File: src/rtl/activation_unit_if.sv
// Handshake and config bundle between the accumulator array and the activation stage.
// master drives beats and config; slave is the activation unit.
interface activation_unit_if #(
    parameter int FEATURE_WIDTH = 32,
    parameter int CHANNELS      = 4,
    parameter int CNT_WIDTH     = 32
);
    logic                              in_valid;
    logic                              in_ready;
    logic [CHANNELS*FEATURE_WIDTH-1:0] in_data;
    logic [1:0]                        cfg_mode;
    logic [FEATURE_WIDTH-2:0]          cfg_clip;
    logic                              out_valid;
    logic                              out_ready;
    logic [CHANNELS*FEATURE_WIDTH-1:0] out_data;
    logic                              cnt_clear;
    logic [CNT_WIDTH-1:0]              zero_count;

    modport master (
        output in_valid, in_data, cfg_mode, cfg_clip, out_ready, cnt_clear,
        input  in_ready, out_valid, out_data, zero_count
    );

    modport slave (
        input  in_valid, in_data, cfg_mode, cfg_clip, out_ready, cnt_clear,
        output in_ready, out_valid, out_data, zero_count
    );
endinterface

File: src/rtl/activation_unit.sv
// Per-channel bypass / ReLU / leaky / clipped activation with a saturating zero counter.
// Latency: 2 cycles from input handshake to out_valid.
// Backpressure: full valid/ready; in_ready is combinational on out_ready, 1 beat/cycle.
module activation_unit #(
    parameter int FEATURE_WIDTH = 32,
    parameter int CHANNELS      = 4,
    parameter int LEAKY_SHIFT   = 3,
    parameter int CNT_WIDTH     = 32
) (
    input  logic              clk,
    input  logic              rst,
    activation_unit_if.slave  bus
);
    localparam int FW = FEATURE_WIDTH;
    localparam int ZW = $clog2(CHANNELS + 1);

    typedef logic [FW-1:0] feat_t;

    logic adv1;
    logic adv2;

    feat_t [CHANNELS-1:0] in_feat;
    feat_t [CHANNELS-1:0] in_lk;
    logic  [CHANNELS-1:0] in_neg;
    logic  [CHANNELS-1:0] in_gt;

    logic                 s1_valid;
    feat_t [CHANNELS-1:0] s1_data;
    feat_t [CHANNELS-1:0] s1_lk;
    logic  [CHANNELS-1:0] s1_neg;
    logic  [CHANNELS-1:0] s1_gt;
    logic  [1:0]          s1_mode;
    logic  [FW-2:0]       s1_clip;

    feat_t [CHANNELS-1:0] nxt_data;
    logic  [ZW-1:0]       nxt_zcnt;

    logic                 s2_valid;
    feat_t [CHANNELS-1:0] s2_data;
    logic  [ZW-1:0]       s2_zcnt;

    logic [CNT_WIDTH-1:0] zero_count;
    logic [CNT_WIDTH:0]   cnt_sum;

    assign adv2         = !s2_valid || bus.out_ready;
    assign adv1         = !s1_valid || adv2;
    assign bus.in_ready = adv1;

    assign in_feat = bus.in_data;

    always_comb begin
        in_lk  = '0;
        in_neg = '0;
        in_gt  = '0;
        for (int c = 0; c < CHANNELS; c++) begin
            in_neg[c] = in_feat[c][FW-1];
            in_lk[c]  = feat_t'($signed(in_feat[c]) >>> LEAKY_SHIFT);
            in_gt[c]  = $signed(in_feat[c]) > $signed({1'b0, bus.cfg_clip});
        end
    end

    // Select the final value per channel from the flags precomputed in stage 1.
    always_comb begin
        nxt_data = '0;
        nxt_zcnt = '0;
        for (int c = 0; c < CHANNELS; c++) begin
            case (s1_mode)
                2'd0:    nxt_data[c] = s1_data[c];
                2'd1:    nxt_data[c] = s1_neg[c] ? '0 : s1_data[c];
                2'd2:    nxt_data[c] = s1_neg[c] ? s1_lk[c] : s1_data[c];
                default: nxt_data[c] = s1_neg[c] ? '0 :
                                       (s1_gt[c] ? {1'b0, s1_clip} : s1_data[c]);
            endcase
            if (nxt_data[c] == '0)
                nxt_zcnt = nxt_zcnt + ZW'(1);
        end
    end

    always_ff @(posedge clk) begin
        if (rst) begin
            s1_valid <= 1'b0;
            s1_data  <= '0;
            s1_lk    <= '0;
            s1_neg   <= '0;
            s1_gt    <= '0;
            s1_mode  <= '0;
            s1_clip  <= '0;
            s2_valid <= 1'b0;
            s2_data  <= '0;
            s2_zcnt  <= '0;
        end else begin
            if (adv1) begin
                s1_valid <= bus.in_valid;
                if (bus.in_valid) begin
                    s1_data <= in_feat;
                    s1_lk   <= in_lk;
                    s1_neg  <= in_neg;
                    s1_gt   <= in_gt;
                    s1_mode <= bus.cfg_mode;
                    s1_clip <= bus.cfg_clip;
                end
            end
            if (adv2) begin
                s2_valid <= s1_valid;
                if (s1_valid) begin
                    s2_data <= nxt_data;
                    s2_zcnt <= nxt_zcnt;
                end
            end
        end
    end

    // One extra bit catches the carry so the count sticks at all ones.
    assign cnt_sum = {1'b0, zero_count} + {{(CNT_WIDTH + 1 - ZW){1'b0}}, s2_zcnt};

    always_ff @(posedge clk) begin
        if (rst || bus.cnt_clear) begin
            zero_count <= '0;
        end else if (s2_valid && bus.out_ready) begin
            zero_count <= cnt_sum[CNT_WIDTH] ? '1 : cnt_sum[CNT_WIDTH-1:0];
        end
    end

    assign bus.out_valid  = s2_valid;
    assign bus.out_data   = s2_data;
    assign bus.zero_count = zero_count;
endmodule

File: src/flat_wrapper.sv
// flat-port wrapper written by rule: the top's interface ports become plain ports
module activation_unit_flat 
#(
    parameter int FEATURE_WIDTH = 32,
    parameter int CHANNELS      = 4,
    parameter int LEAKY_SHIFT   = 3,
    parameter int CNT_WIDTH     = 32
)
  (clk, rst, bus_in_valid, bus_in_data, bus_cfg_mode, bus_cfg_clip, bus_out_ready, bus_cnt_clear, bus_in_ready, bus_out_valid, bus_out_data, bus_zero_count);
  activation_unit_if #(.FEATURE_WIDTH(FEATURE_WIDTH), .CHANNELS(CHANNELS), .CNT_WIDTH(CNT_WIDTH)) bus_i ();
  input  logic clk;
  input  logic rst;
  input wire logic [$bits(bus_i.in_valid)-1:0] bus_in_valid;
  input wire logic [$bits(bus_i.in_data)-1:0] bus_in_data;
  input wire logic [$bits(bus_i.cfg_mode)-1:0] bus_cfg_mode;
  input wire logic [$bits(bus_i.cfg_clip)-1:0] bus_cfg_clip;
  input wire logic [$bits(bus_i.out_ready)-1:0] bus_out_ready;
  input wire logic [$bits(bus_i.cnt_clear)-1:0] bus_cnt_clear;
  output wire logic [$bits(bus_i.in_ready)-1:0] bus_in_ready;
  output wire logic [$bits(bus_i.out_valid)-1:0] bus_out_valid;
  output wire logic [$bits(bus_i.out_data)-1:0] bus_out_data;
  output wire logic [$bits(bus_i.zero_count)-1:0] bus_zero_count;
  assign bus_i.in_valid = bus_in_valid;
  assign bus_i.in_data = bus_in_data;
  assign bus_i.cfg_mode = bus_cfg_mode;
  assign bus_i.cfg_clip = bus_cfg_clip;
  assign bus_i.out_ready = bus_out_ready;
  assign bus_i.cnt_clear = bus_cnt_clear;
  assign bus_in_ready = bus_i.in_ready;
  assign bus_out_valid = bus_i.out_valid;
  assign bus_out_data = bus_i.out_data;
  assign bus_zero_count = bus_i.zero_count;
  activation_unit #(.FEATURE_WIDTH(FEATURE_WIDTH), .CHANNELS(CHANNELS), .LEAKY_SHIFT(LEAKY_SHIFT), .CNT_WIDTH(CNT_WIDTH)) u_core (.clk(clk), .rst(rst), .bus(bus_i));
endmodule
File: config.mk
export PLATFORM = sky130hd
export DESIGN_NAME = activation_unit_flat
export DESIGN_NICKNAME = d
export VERILOG_FILES = /design/src/rtl/activation_unit_if.sv /design/src/rtl/activation_unit.sv /design/src/flat_wrapper.sv
export SDC_FILE = /design/constraint.sdc
export NUM_CORES = 1
export LEC_CHECK = 0
export CAP_MARGIN = 20
export CORE_ASPECT_RATIO = 1.4
export CORE_UTILIZATION = 35
export CTS_CLUSTER_SIZE = 28
export DETAILED_ROUTE_END_ITERATION = 10
export HOLD_SLACK_MARGIN = 0.03
export PLACE_DENSITY_LB_ADDON = 0.2
export SLEW_MARGIN = 25
export SYNTH_ARGS = -nofsm -noshare
export SYNTH_HDL_FRONTEND = slang
export SYNTH_SLANG_ARGS = --single-unit
File: constraint.sdc
create_clock -name clk -period 4.7 [get_ports clk]
set_input_delay 0.705 -clock clk [delete_from_list [all_inputs] [get_ports clk]]
set_output_delay 0.705 -clock clk [all_outputs]
set_load 0.01 [all_outputs]
==> metrics <==
status complete, no violations; final critical path time including I/O delays and setup 4.02 ns; share of cell area taken by muxes after synthesis 4.19%; sum of net half-perimeters after detailed placement 62800 um; first-pass GRT wire length about 120000 um; Max-slew headroom a little over a third; crit path capture type register; number of enable-type register cells in the synthesized netlist 0; Post-CTS Hold Buffers 0; met3 routing resource usage after global routing under 10%; Tightest Hold Check Type reg2reg; Critical-path top delay cell sky130_fd_sc_hd__dfxtp_1; antenna violations before repair 1; Placement Cell Area 0.0226 sq mm; vertical die dimension ~270 um; worst-skew pair later-pin latency 0.56 ns; Sw Pwr 2.15 mW; Post-synth ARST share 0%; clock slew at reported path FFs 0.07 ns; final wirelength between 80000 and 90000 um; top fanout value on the critical path 28; max cap viols 0; Max Buffers Root-to-Sink 3; detailed-router iteration count before antenna repair 6; Root Buffer sky130_fd_sc_hd__clkbuf_16; cells along the critical path buf_4 > nand2_1 > buf_4 > o21ai_0 > a21oi_1 > nor4_1 > nand4_1 > or3_1 > inv_1 > ha_1 > xnor2_1 > ha_1 > nor2_1 > a22o_1 > a211oi_1; aggregate global routing overflow 0; average instance area after synthesis 7.66 sq um; TritonCTS buffer count 36; maximum vdd ir drop 0.000224 V; Compound-Gate Fraction of Synth Area 25.0%; Worst Setup Slack, final 0.685 ns; max incr delay on CP 0.77 ns; area enclosed by the die boundary between 0.05 and 0.06 sq mm; cell count after synthesis 2424; Synth Register Bits 330; area used by multi-input combinational logic 0.0111 sq mm; routability congestion estimate from global placement 0.962; starting utilization of the core area a little over a third; RSZ-0062 raised after global routing no; Gates resized, CTS repair 0; TritonCTS clock tree yes; number of standard-cell rows in the floorplan 99; total track usage a little under a third; largest delay contributor family on the critical path simple AND/OR/NAND/NOR gates; number of buffers added for setup after CTS 0; overall via count from detail_route 19500; H-Tree Level Count 2; Arrival @ worst endpoint 4.46 ns; worst-case setup slack after placement 0.779 ns; Netlist cell types 67; final hold slack about 0.45 ns; arithmetic-cell share of the synthesized area counting full adders, half adders and majority gates 8.87%; Port Buffers 327; power density over cell area 311 mW/mm^2; sequential cell area fraction in the yosys report 35.6%; Via-to-Cell Ratio 5.73; switching portion of total power 29.1%; layer with the highest usage met2; die span in x 197 um; Hold Fails Final Rpt 0; xor-xnor portion of the synthesized cell area 1.23%; buffering stage count on the worst path with inverters included 3; number of filler cells placed in the layout 5251; simple-gate area share of the yosys netlist roughly a fifth; power share of the combinational group 18.3%; total area of sequential cells 0.00661 sq mm; final net count 2968; Final Max Slew Viols 0; number of warnings printed during yosys synthesis 0; number of nets with antenna violations after detailed routing 0; combinational family with the most area after synthesis compound AO/OA/AOI/OAI gates; area of the core region around 0.052 sq mm; Antenna Diode Count 0; sequential cell fraction of total power 41.9%; Post-Route Skew 0.0340 ns; final-layout setup total negative slack 0 ns; cell area after synthesis about 0.019 sq mm; clock sinks between 300 and 400; WL/cell approximately 24 um; fraction of final layout cells sized beyond drive strength 1 7.02%; sort of element at the start of the critical path register; period utilisation layout a little under nine tenths; post-detailed-route DRC marker count 0; Worst Tran Pin Value 0.953 ns; post-layout power ~7.4 mW; Iteration-0 DRC Markers 2062; data required time of the worst path a little over 5 ns; FMAX 0.249 GHz; leading register cell type out of synthesis sky130_fd_sc_hd__dfxtp_1; met2 Resource Use GR approximately 50%; portion of total power attributed to the clock network between 30% and 40%; # IOs 328; Setup Crit Path Kind reg2reg; synth-to-layout area growth 28.0%; post-route cell area 0.0238 sq mm; total nets after synthesis 2721; number of global-route vias before repair 18700; global-route track usage on met1 34.5%; largest net degree at the start of global routing 118; internal power contribution 5.25 mW; leak pwr 9.19 nW; final setup fails 0
path summary, 6_finish.rpt:
kind	cells past startpoint	endpoint	slack, ns	startpoint
worst min-delay path	2	u_core.bus.out_data[77]	0.45	u_core.bus.out_data[77]
worst max-delay path	15	u_core.s2_zcnt[1]	0.68	u_core.s1_mode[0]
worst min register to register	2	u_core.bus.out_data[77]	0.45	u_core.bus.out_data[77]
worst max register to register	15	u_core.s2_zcnt[1]	0.68	u_core.s1_mode[0]
synth_stat cells (11+ instances only):
master                     number  area [sq um]
sky130_fd_sc_hd__clkbuf_1     146           548
sky130_fd_sc_hd__a21o_1        50           375
sky130_fd_sc_hd__xnor2_1       11          96.3
sky130_fd_sc_hd__o21ai_0      110           551
sky130_fd_sc_hd__buf_2         11          55.1
sky130_fd_sc_hd__nand3_1       19          95.1
sky130_fd_sc_hd__o21a_1        24           180
sky130_fd_sc_hd__a211oi_1      25           188
sky130_fd_sc_hd__nand2_1      531          1990
sky130_fd_sc_hd__and2_1        11          68.8
sky130_fd_sc_hd__xor2_1        15           131
sky130_fd_sc_hd__a21oi_1      393          1970
sky130_fd_sc_hd__nor2b_1       31           194
sky130_fd_sc_hd__a221oi_1      22           193
sky130_fd_sc_hd__ha_1         130          1630
sky130_fd_sc_hd__nor3_1        33           165
sky130_fd_sc_hd__nor2_1       109           409
sky130_fd_sc_hd__buf_1         15          56.3
sky130_fd_sc_hd__mux2_2        62           698
sky130_fd_sc_hd__inv_1         49           184
sky130_fd_sc_hd__nor4_1        31           194
sky130_fd_sc_hd__dfxtp_1      330          6610
sky130_fd_sc_hd__a22oi_1       13          97.6
sky130_fd_sc_hd__nand4_1       36           225
sky130_fd_sc_hd__o22ai_1       75           469
per-layer routing:
metal	share of wire [%]	up-vias
li1	-	9157
met1	38	9220
met3	6.2	251
met5	0.022	-
met4	8.9	2
met2	47	837
registers in the layout, summed over array words and instances, names as in the netlist:
signal                 cells
u_core.s2_zcnt             3
u_core.bus.out_data      128
u_core.s1_neg              4
u_core.s1_data            12
u_core.s1_valid            1
u_core.bus.zero_count     32
u_core.s1_clip            31
u_core.bus.out_valid       1
u_core.s1_gt               4
u_core.s1_mode             2
u_core.s1_lk             112
power by group through the flow:
| stage | Clock (mW) | Combinational, mW | Sequential (mW) |
|---|---|---|---|
| 2_1_floorplan | 0 | 0.734 | 3.09 |
| 3_3_place_gp | 0 | 1.30 | 3.16 |
| 3_5_place_dp | 0 | 1.33 | 3.16 |
| 4_1_cts | 2.99 | 1.33 | 3.10 |
| 5_1_grt | 3.09 | 1.47 | 3.11 |
| 6_report | 2.95 | 1.35 | 3.10 |
cell type report:
cell class / count / area share, %
multi-input combinational: 1865 / 46.6
sequential: 330 / 27.8
timing repair buffer: 387 / 16.1
clock buffer: 53 / 4.53
tap: 707 / 3.72
inverter: 51 / 0.805
clock inverter: 6 / 0.458
cells by family (layout without fill, tap and decap cells):
| family | count (synthesis) | count (layout) |
|---|---|---|
| muxes | 70 | 70 |
| adders and majority gates | 131 | 131 |
| AOI/OAI and AO/OA | 784 | 784 |
| and+or+nand+nor | 854 | 854 |
| xor gates and xnor gates | 26 | 26 |
| DFF | 330 | 330 |
| buffers and inverters | 229 | 497 |
cells in the final DEF, fill, tap and decap left out, drive strengths merged, types with 31 or more instances in the layout:
cell type / count
nand4: 36
nor2: 109
clkdlybuf4s50: 326
o22ai: 75
o21ai: 110
ha: 130
nor3: 33
inv: 50
a21o: 50
nand2: 532
clkbuf: 54
nor4: 32
nor2b: 31
dfxtp: 330
mux2: 62
buf: 60
a21oi: 393
worst reg2reg max path: stages (launching register included):
cell and delay (ns):
sky130_fd_sc_hd__dfxtp_1 0.77, sky130_fd_sc_hd__buf_4 0.27, sky130_fd_sc_hd__nand2_1 0.06, sky130_fd_sc_hd__buf_4 0.22, sky130_fd_sc_hd__o21ai_0 0.14, sky130_fd_sc_hd__a21oi_1 0.09
sky130_fd_sc_hd__nor4_1 0.45, sky130_fd_sc_hd__nand4_1 0.18, sky130_fd_sc_hd__or3_1 0.49, sky130_fd_sc_hd__inv_1 0.10, sky130_fd_sc_hd__ha_1 0.27, sky130_fd_sc_hd__xnor2_1 0.15
sky130_fd_sc_hd__ha_1 0.28, sky130_fd_sc_hd__nor2_1 0.05, sky130_fd_sc_hd__a22o_1 0.20, sky130_fd_sc_hd__a211oi_1 0.19
stage by stage:
stage          utilization [%]  instances
2_1_floorplan                -       2424
3_3_place_gp              43.2       3339
3_5_place_dp              43.2       3339
4_1_cts                   45.4       3398
5_1_grt                   45.5       3399
6_report                  45.5       3399
Power figures use the tool's default switching activity.
